File: config.mk
export PLATFORM = sky130hd
export DESIGN_NAME = cw_nco_keyer_tx
export DESIGN_NICKNAME = d
export VERILOG_FILES = /design/src/rtl/cw_nco_keyer_tx.sv
export SDC_FILE = /design/constraint.sdc
export NUM_CORES = 1
export LEC_CHECK = 0
export CORE_ASPECT_RATIO = 0.75
export CORE_MARGIN = 2
export CORE_UTILIZATION = 30
export DETAILED_ROUTE_END_ITERATION = 7
export GPL_TIMING_DRIVEN = 1
export SKIP_LAST_GASP = 1
export SLEW_MARGIN = 5
export SYNTH_ARGS = -nofsm -noshare
export SYNTH_HDL_FRONTEND = slang
export SYNTH_SLANG_ARGS = --single-unit
File: constraint.sdc
create_clock -name clk_27MHz -period 4 [get_ports clk_27MHz]
set_input_delay 0.8 -clock clk_27MHz [delete_from_list [all_inputs] [get_ports clk_27MHz]]
set_output_delay 0.8 -clock clk_27MHz [all_outputs]
set_load 0.02 [all_outputs]
File: src/rtl/cw_nco_keyer_tx.sv
// cw_nco_keyer_tx: debounced CW key, phase-accumulator square carrier, IDLE/KEYED/HANG PTT sequencing, LEDs.
// Optional build macro TX_TIMEOUT_EN adds a KEYED-time limit that forces a LOCKOUT state.
module cw_nco_keyer_tx #(
  parameter int ACC_W        = 24,
  parameter int DEB_CYCLES   = 270000,
  parameter int HANG_CYCLES  = 5400000,
  parameter int BLINK_CYCLES = 8388608
`ifdef TX_TIMEOUT_EN
  , parameter int TIMEOUT_CYCLES = 810000000
`endif
) (
  input  logic             clk_27MHz,
  input  logic             rst_n,
  input  logic             key,
  input  logic [ACC_W-1:0] freq_word,
  output logic             tx_out,
  output logic             tx_en,
  output logic             key_led,
  output logic             status_led
);
  localparam int DEB_W   = $clog2(DEB_CYCLES + 1);
  localparam int HANG_W  = (HANG_CYCLES > 1) ? $clog2(HANG_CYCLES + 1) : 1;
  localparam int BLINK_W = $clog2(BLINK_CYCLES + 1);
`ifdef TX_TIMEOUT_EN
  localparam int TO_W    = $clog2(TIMEOUT_CYCLES + 1);
`endif

  typedef enum logic [1:0] {
    IDLE  = 2'd0,
    KEYED = 2'd1,
    HANG  = 2'd2
`ifdef TX_TIMEOUT_EN
    , LOCKOUT = 2'd3
`endif
  } state_t;

  logic [1:0]         rst_sync_q;
  logic               rst_int_n;
  logic [1:0]         key_sync_q;
  logic               key_db_q, key_db_d;
  logic [DEB_W-1:0]   deb_cnt_q, deb_cnt_d;
  state_t             state_q, state_d;
  logic [ACC_W-1:0]   freq_q, freq_d;
  logic [ACC_W-1:0]   acc_q, acc_d;
  logic [HANG_W-1:0]  hang_q, hang_d;
  logic [BLINK_W-1:0] blink_cnt_q, blink_cnt_d;
  logic               blink_q, blink_d;
  logic               lock_s;
  logic               tx_out_q, tx_en_q, status_q;
`ifdef TX_TIMEOUT_EN
  logic [TO_W-1:0]    to_q, to_d;
`endif

  // Reset asserts asynchronously but leaves reset only after two clean clock edges.
  always_ff @(posedge clk_27MHz or negedge rst_n) begin
    if (!rst_n) begin
      rst_sync_q <= 2'b00;
    end else begin
      rst_sync_q <= {rst_sync_q[0], 1'b1};
    end
  end
  assign rst_int_n = rst_sync_q[1];

  // Debounce: key_db follows the synchronised key only after DEB_CYCLES differing cycles.
  always_comb begin
    key_db_d  = key_db_q;
    deb_cnt_d = '0;
    if (key_sync_q[1] != key_db_q) begin
      if (deb_cnt_q == DEB_W'(DEB_CYCLES - 1)) begin
        key_db_d  = key_sync_q[1];
        deb_cnt_d = '0;
      end else begin
        deb_cnt_d = deb_cnt_q + DEB_W'(1);
      end
    end else begin
      deb_cnt_d = '0;
    end
  end

  // Heartbeat divider, independent of keying.
  always_comb begin
    blink_cnt_d = blink_cnt_q + BLINK_W'(1);
    blink_d     = blink_q;
    if (blink_cnt_q == BLINK_W'(BLINK_CYCLES - 1)) begin
      blink_cnt_d = '0;
      blink_d     = ~blink_q;
    end else begin
      blink_cnt_d = blink_cnt_q + BLINK_W'(1);
    end
  end

  // Keying sequencer; the accumulator keeps running through HANG so a re-key is phase-continuous.
  always_comb begin
    state_d = state_q;
    freq_d  = freq_q;
    acc_d   = acc_q;
    hang_d  = hang_q;
`ifdef TX_TIMEOUT_EN
    to_d    = to_q;
`endif
    case (state_q)
      IDLE: begin
        acc_d = '0;
        if (!key_db_q) begin
          state_d = KEYED;
          freq_d  = freq_word;
`ifdef TX_TIMEOUT_EN
          to_d    = '0;
`endif
        end else begin
          state_d = IDLE;
        end
      end
      KEYED: begin
        acc_d = acc_q + freq_q;
`ifdef TX_TIMEOUT_EN
        to_d  = to_q + TO_W'(1);
        if (to_q == TO_W'(TIMEOUT_CYCLES - 1)) begin
          state_d = LOCKOUT;
          acc_d   = '0;
        end else
`endif
        if (key_db_q) begin
          if (HANG_CYCLES == 0) begin
            state_d = IDLE;
          end else begin
            state_d = HANG;
            hang_d  = HANG_W'(HANG_CYCLES);
          end
        end else begin
          state_d = KEYED;
        end
      end
      HANG: begin
        acc_d = acc_q + freq_q;
        if (!key_db_q) begin
          state_d = KEYED;
        end else if (hang_q == HANG_W'(1)) begin
          state_d = IDLE;
        end else begin
          hang_d = hang_q - HANG_W'(1);
        end
      end
`ifdef TX_TIMEOUT_EN
      LOCKOUT: begin
        acc_d = '0;
        if (key_db_q) begin
          state_d = IDLE;
        end else begin
          state_d = LOCKOUT;
        end
      end
`endif
      default: begin
        state_d = IDLE;
        acc_d   = '0;
      end
    endcase
  end

`ifdef TX_TIMEOUT_EN
  assign lock_s = (state_d == LOCKOUT);
`else
  assign lock_s = 1'b0;
`endif

  // State and output registers; outputs are built from next-state so they change with the state.
  always_ff @(posedge clk_27MHz or negedge rst_int_n) begin
    if (!rst_int_n) begin
      key_sync_q  <= 2'b11;
      key_db_q    <= 1'b1;
      deb_cnt_q   <= '0;
      state_q     <= IDLE;
      freq_q      <= '0;
      acc_q       <= '0;
      hang_q      <= '0;
      blink_cnt_q <= '0;
      blink_q     <= 1'b0;
      tx_out_q    <= 1'b0;
      tx_en_q     <= 1'b0;
      status_q    <= 1'b0;
`ifdef TX_TIMEOUT_EN
      to_q        <= '0;
`endif
    end else begin
      key_sync_q  <= {key_sync_q[0], key};
      key_db_q    <= key_db_d;
      deb_cnt_q   <= deb_cnt_d;
      state_q     <= state_d;
      freq_q      <= freq_d;
      acc_q       <= acc_d;
      hang_q      <= hang_d;
      blink_cnt_q <= blink_cnt_d;
      blink_q     <= blink_d;
      tx_out_q    <= (state_d == KEYED) & acc_d[ACC_W-1];
      tx_en_q     <= (state_d == KEYED) | (state_d == HANG);
      status_q    <= blink_d | lock_s;
`ifdef TX_TIMEOUT_EN
      to_q        <= to_d;
`endif
    end
  end

  assign tx_out     = tx_out_q;
  assign tx_en      = tx_en_q;
  assign key_led    = key_db_q;
  assign status_led = status_q;
endmodule

# Word-level counts from Yosys, hierarchy flattened

Index checks and enable logic that the tools add are counted.

Flip-flop bits (word level): 124
Input bits: 27
Output and inout port bits: 4
Logic and storage cells: 50

Add/sub/neg operators: 4
Eq/ne operators: 11
Mux-type cells: 13
Bitwise operators: 4
Reduce and logical (&&, ||, !) cells: 6

Operators by type and width:

| kind                                                                 | number |
|---|---|
| 23-bit two-way mux                                                   | 3 |
| 24-bit two-way mux                                                   | 2 |
| 23-bit case mux with 2 select lines                                  | 1 |
| 19-bit two-way mux                                                   | 2 |
| 24-bit by 1-bit adder with 24-bit output, second input constant      | 1 |
| 24-bit adder                                                         | 1 |
| 24-bit by 23-bit == test with 1-bit output, second input constant    | 1 |
| 23-bit by 1-bit == test with 1-bit output, second input constant     | 1 |
| 23-bit by 1-bit subtractor with 23-bit output, second input constant | 1 |
| 19-bit by 1-bit adder with 19-bit output, second input constant      | 1 |
| 19-bit == test, second input constant                                | 1 |
| 2-bit two-way mux                                                    | 3 |
| 2-bit inequality test, second input constant                         | 3 |
| 2-bit case mux with 3 select lines                                   | 1 |
| 2-bit by 1-bit == test with 1-bit output, second input constant      | 2 |
| 2-bit == test, second input constant                                 | 2 |
| 2-bit AND reduction                                                  | 2 |
| 4-bit AND reduction                                                  | 1 |
| 2-bit zero test                                                      | 1 |
| 1-bit NOT                                                            | 2 |
| 2-bit nonzero test                                                   | 1 |
| 2-bit OR reduction                                                   | 1 |
| 1-bit bitwise AND                                                    | 1 |
| 1-bit two-way mux                                                    | 1 |
| 2 further kinds                                                      | 2 |

# Depth between registers and ports, before layout

Depth in word-level cells: 6
Depth in mapped cells: 9
Gate-level depth less buffers: 9

# Least setup slack after synthesis

No wires, ideal clock.

Path type: register to register
Start point: reg freq_q[4]
End point: reg acc_q[11]
Library setup time: 0.067 ns
Data arrival time: 2.229 ns
Data required time: 3.933 ns
Path slack: 1.704 ns
Cell stages (with the launch flop): 8
Buffers on the path: 0
Period minus slack after synthesis: 2.296 ns
Cells stage by stage: dfrtp_1 > ha_1 > a21o_1 > a31o_2 > a41oi_1 > o21ai_0 > a2111oi_0 > a311o_1

Longest elaborated chain between the ends: 2

Ends and longest elaborated chain:

| element                | line     | RTL |
|---|---|---|
| from (decl)            | 43       | `logic [ACC_W-1:0] freq_q, freq_d;` |
| from (signal assigned) | 190      | `freq_q <= freq_d;` |
| 24-bit adder           | 115, 135 |  |
| 24-bit two-way mux     | n/a      |  |
| net acc_d[11]          | 44       | `logic [ACC_W-1:0] acc_q, acc_d;` |
| to (signal assigned)   | 175      | `acc_q <= '0;` |
| to (signal assigned)   | 191      | `acc_q <= acc_d;` |
| to (decl)              | 44       |  |

The timed path passes the listed nets, and every way through them passes these cells.
A chain may end at the register's enable or synchronous reset.

# Worst setup path after layout

Ends and elaborated chain as after synthesis.

==> metrics.csv <==
metric,value,unit
grt_first_pass_wirelength,22100,microns
firstDrtPassIters,4,
crit_end,acc_q[11],
root_buffer,clkbuf_16,
start_util,30.9,%
finalMaxSlewViolations,0,
numCtsBuffers,17,
switching_power,1.34,mW
crit_required,4.34,ns
async_flop_share,100,%
power.leakage,3.47,nW
synth_area_per_cell,10.3,sq um
finalCritPeriodShare,66.9,%
routedWlPerCell,13.2,microns
syn-num-nets,699,
p_seq_share,34.8,%
cts_sinks,124,
fin_setup_tns,0,ns
die_area,0.0231,sq mm
min_period,2.68,ns
grt_remaining_overflow,0,
die_w,175,microns
antenna_cells,0,
drtAntennaViolNets,0,
routed.top_layer,met4,
cts.repair.resized,0,
final-hold-violation-count,0,
clk_pin_slew,0.06,ns
critPathCaptureType,flop,
r2r_setup_slack,1.32,ns
skew,0.00854,ns
yosysTopAreaCellShare,46.1,%
h-tree-depth,4,
vdd_ir_drop_max,0.250,mV
power_frac_clock,35.0,%
n_fill_cell,2117,
setup_violations,0,
synth.distinct_cells,62,
r2r_end,acc_q[11],
port_buffers,30,
maxSlewHeadroom,37.2,%
synth_area_leaders,"dfrtp_1, ha_1, xnor2_1",
holdCritPathClass,flop to flop,
drt_iter0_markers,330,
area_growth,18.3,%
critPathMaxFanout,5,
syn_area,0.00657,sq mm
io_pins,31,
fin_ws,1.32,ns
grt_pass1_vias,4455,
pre_cts_ws,1.34,ns
rsz0062_at_grt,false,
rr_startpoint,freq_q[4],
hpwlAfterDp,8860,microns
fmax,373,MHz
switching_share,31.3,%
pwr-share-comb,30.2,%
met3_length,621,microns
grt_max_degree,72,
antenna_found_initial,0,
core-area,0.0213,sq mm
syn_inst,639,
regArea,0.00311,sq mm
p_int,2.94,mW
wl_met1,6860,microns
maxCapViolations,0,
track_usage,11.8,%
cts_tree,yes,
worst_slew_pin_slew,0.942,ns
insertion_delay,0.41,ns
rows,46,
crit_start,freq_q[4],
cts_hold_buf,0,
die_h,132,microns
drive_gt1_share,12.4,%
cts_buffer_depth,2,
synth_edf_count,0,
gp_congestion,0.789,
synth.yosys.warnings,0,
r2r_cells,7,
synth.largest_area_cell,dfrtp_1,
drt_wl_total,12800,microns
status,finished clean,
critPathLaunchType,flop,
wl_met2,5180,microns
vias,4590,
ys_ff_latch,124,
multi_input_area,0.00332,sq mm
power,4.28,mW
p_per_area,550,mW/mm^2
ys_seq_area_share,47.3,%
drc,0,
critPathArrivalTime,3.02,ns
cts_setup_buffers,0,
crit_type,flop to flop,
synthFlopType,dfrtp_1,
num-nets-final,728,
vias_per_cell,4.74,
[layout make-up]
type | instances | share of cell area, %
inverter | 16 | 0.773
clock buffer | 20 | 6.00
tap | 288 | 4.64
sequential | 124 | 40.0
timing repair buffer | 33 | 4.31
multi-input combinational | 476 | 42.7
clock inverter | 11 | 1.53
[cell usage after synthesis (4+ instances only)]
library cell	n
a211oi_1	5
a21o_1	13
a21oi_1	26
and2_1	5
and3_1	10
clkbuf_1	20
dfrtp_1	121
ha_1	32
inv_1	16
mux2_2	26
mux2i_1	9
nand2_1	41
nand2b_1	7
nand3_1	30
nand4_1	19
nor2_1	72
nor2b_1	6
nor3_1	15
nor3b_1	4
nor4_1	4
o21a_1	5
o21ai_0	18
o31ai_1	5
or3_1	7
xnor2_1	36
xor2_1	27
[per-layer routing]
metal	vias up	GRT usage (%)
met4	0	3.47
met5	-	0
met2	69	16.7
li1	2321	-
met1	2192	17.3
met3	8	3.58
[sequential cells by signal, summed over array words and instances, names as in the netlist]
register,cells
acc_q,24
blink_cnt_q,24
freq_q,24
hang_q,23
deb_cnt_q,19
key_sync_q,2
rst_sync_q,2
state_q,2
key_led,1
status_led,1
tx_en,1
tx_out,1
[worst max-delay path, cell delays in order, from the launching register on]
cell       delay, ns
dfrtp_1         0.38
ha_1            0.37
a21o_1          0.22
a31o_2          0.24
a41oi_1         0.44
o21ai_0         0.29
a2111oi_0       0.51
a311o_1         0.17
[worst min path at each step]
stage,from,endpoint,slack (ns),cells after the start
6_report,rst_sync_q[0],rst_sync_q[1],0.35,0
3_3_place_gp,rst_sync_q[0],rst_sync_q[1],0.34,0
3_5_place_dp,rst_sync_q[0],rst_sync_q[1],0.34,0
5_1_grt,rst_sync_q[0],rst_sync_q[1],0.36,0
2_1_floorplan,rst_sync_q[0],rst_sync_q[1],0.33,0
4_1_cts,rst_sync_q[0],rst_sync_q[1],0.36,0
[power groups by stage]
stage | clock, mW | combinational [mW] | sequential (mW)
finish | 1.50 | 1.29 | 1.49
global placement | 0 | 1.27 | 1.51
detailed placement | 0 | 1.28 | 1.51
global route | 1.61 | 1.45 | 1.51
floorplan | 0 | 1.00 | 1.50
CTS | 1.55 | 1.29 | 1.49
[logic make-up (layout without fill, tap and decap cells)]
logic type / Yosys count / after routing / share of synthesized area (%)
muxes: 36 / 36 / 6.05
buffers and inverters: 39 / 80 / 2.25
AOI/OAI and AO/OA: 99 / 99 / 9.86
adders and majority gates: 33 / 33 / 6.40
other: 1 / 1 / 0.0570
xor gates and xnor gates: 63 / 63 / 8.39
and+or+nand+nor: 244 / 244 / 19.7
DFF: 124 / 124 / 47.3
[cell usage in the layout, fill, tap and decap left out, types with 7 or more instances in the layout]
cell,instances
dfrtp_1,120
nor2_1,72
nand2_1,41
xnor2_1,36
ha_1,32
nand3_1,30
clkdlybuf4s50_1,30
xor2_1,27
a21oi_1,26
mux2_2,26
nand4_1,19
o21ai_0,18
clkbuf_16,17
inv_1,16
nor3_1,15
a21o_1,13
and3_1,10
mux2i_1,9
nand2b_1,7
or3_1,7
[stage by stage]
step	instances	cell area, sq um	util [%]	hold slack [ns]
after floorplan	639	6570	-	0.331
after global placement	937	7190	33.8	0.336
after detailed placement	937	7190	33.8	0.340
after CTS	968	7770	36.5	0.356
after global routing	968	7770	36.5	0.359
final	968	7770	36.5	0.352
Note: power is estimated with default switching activity, not from simulation.
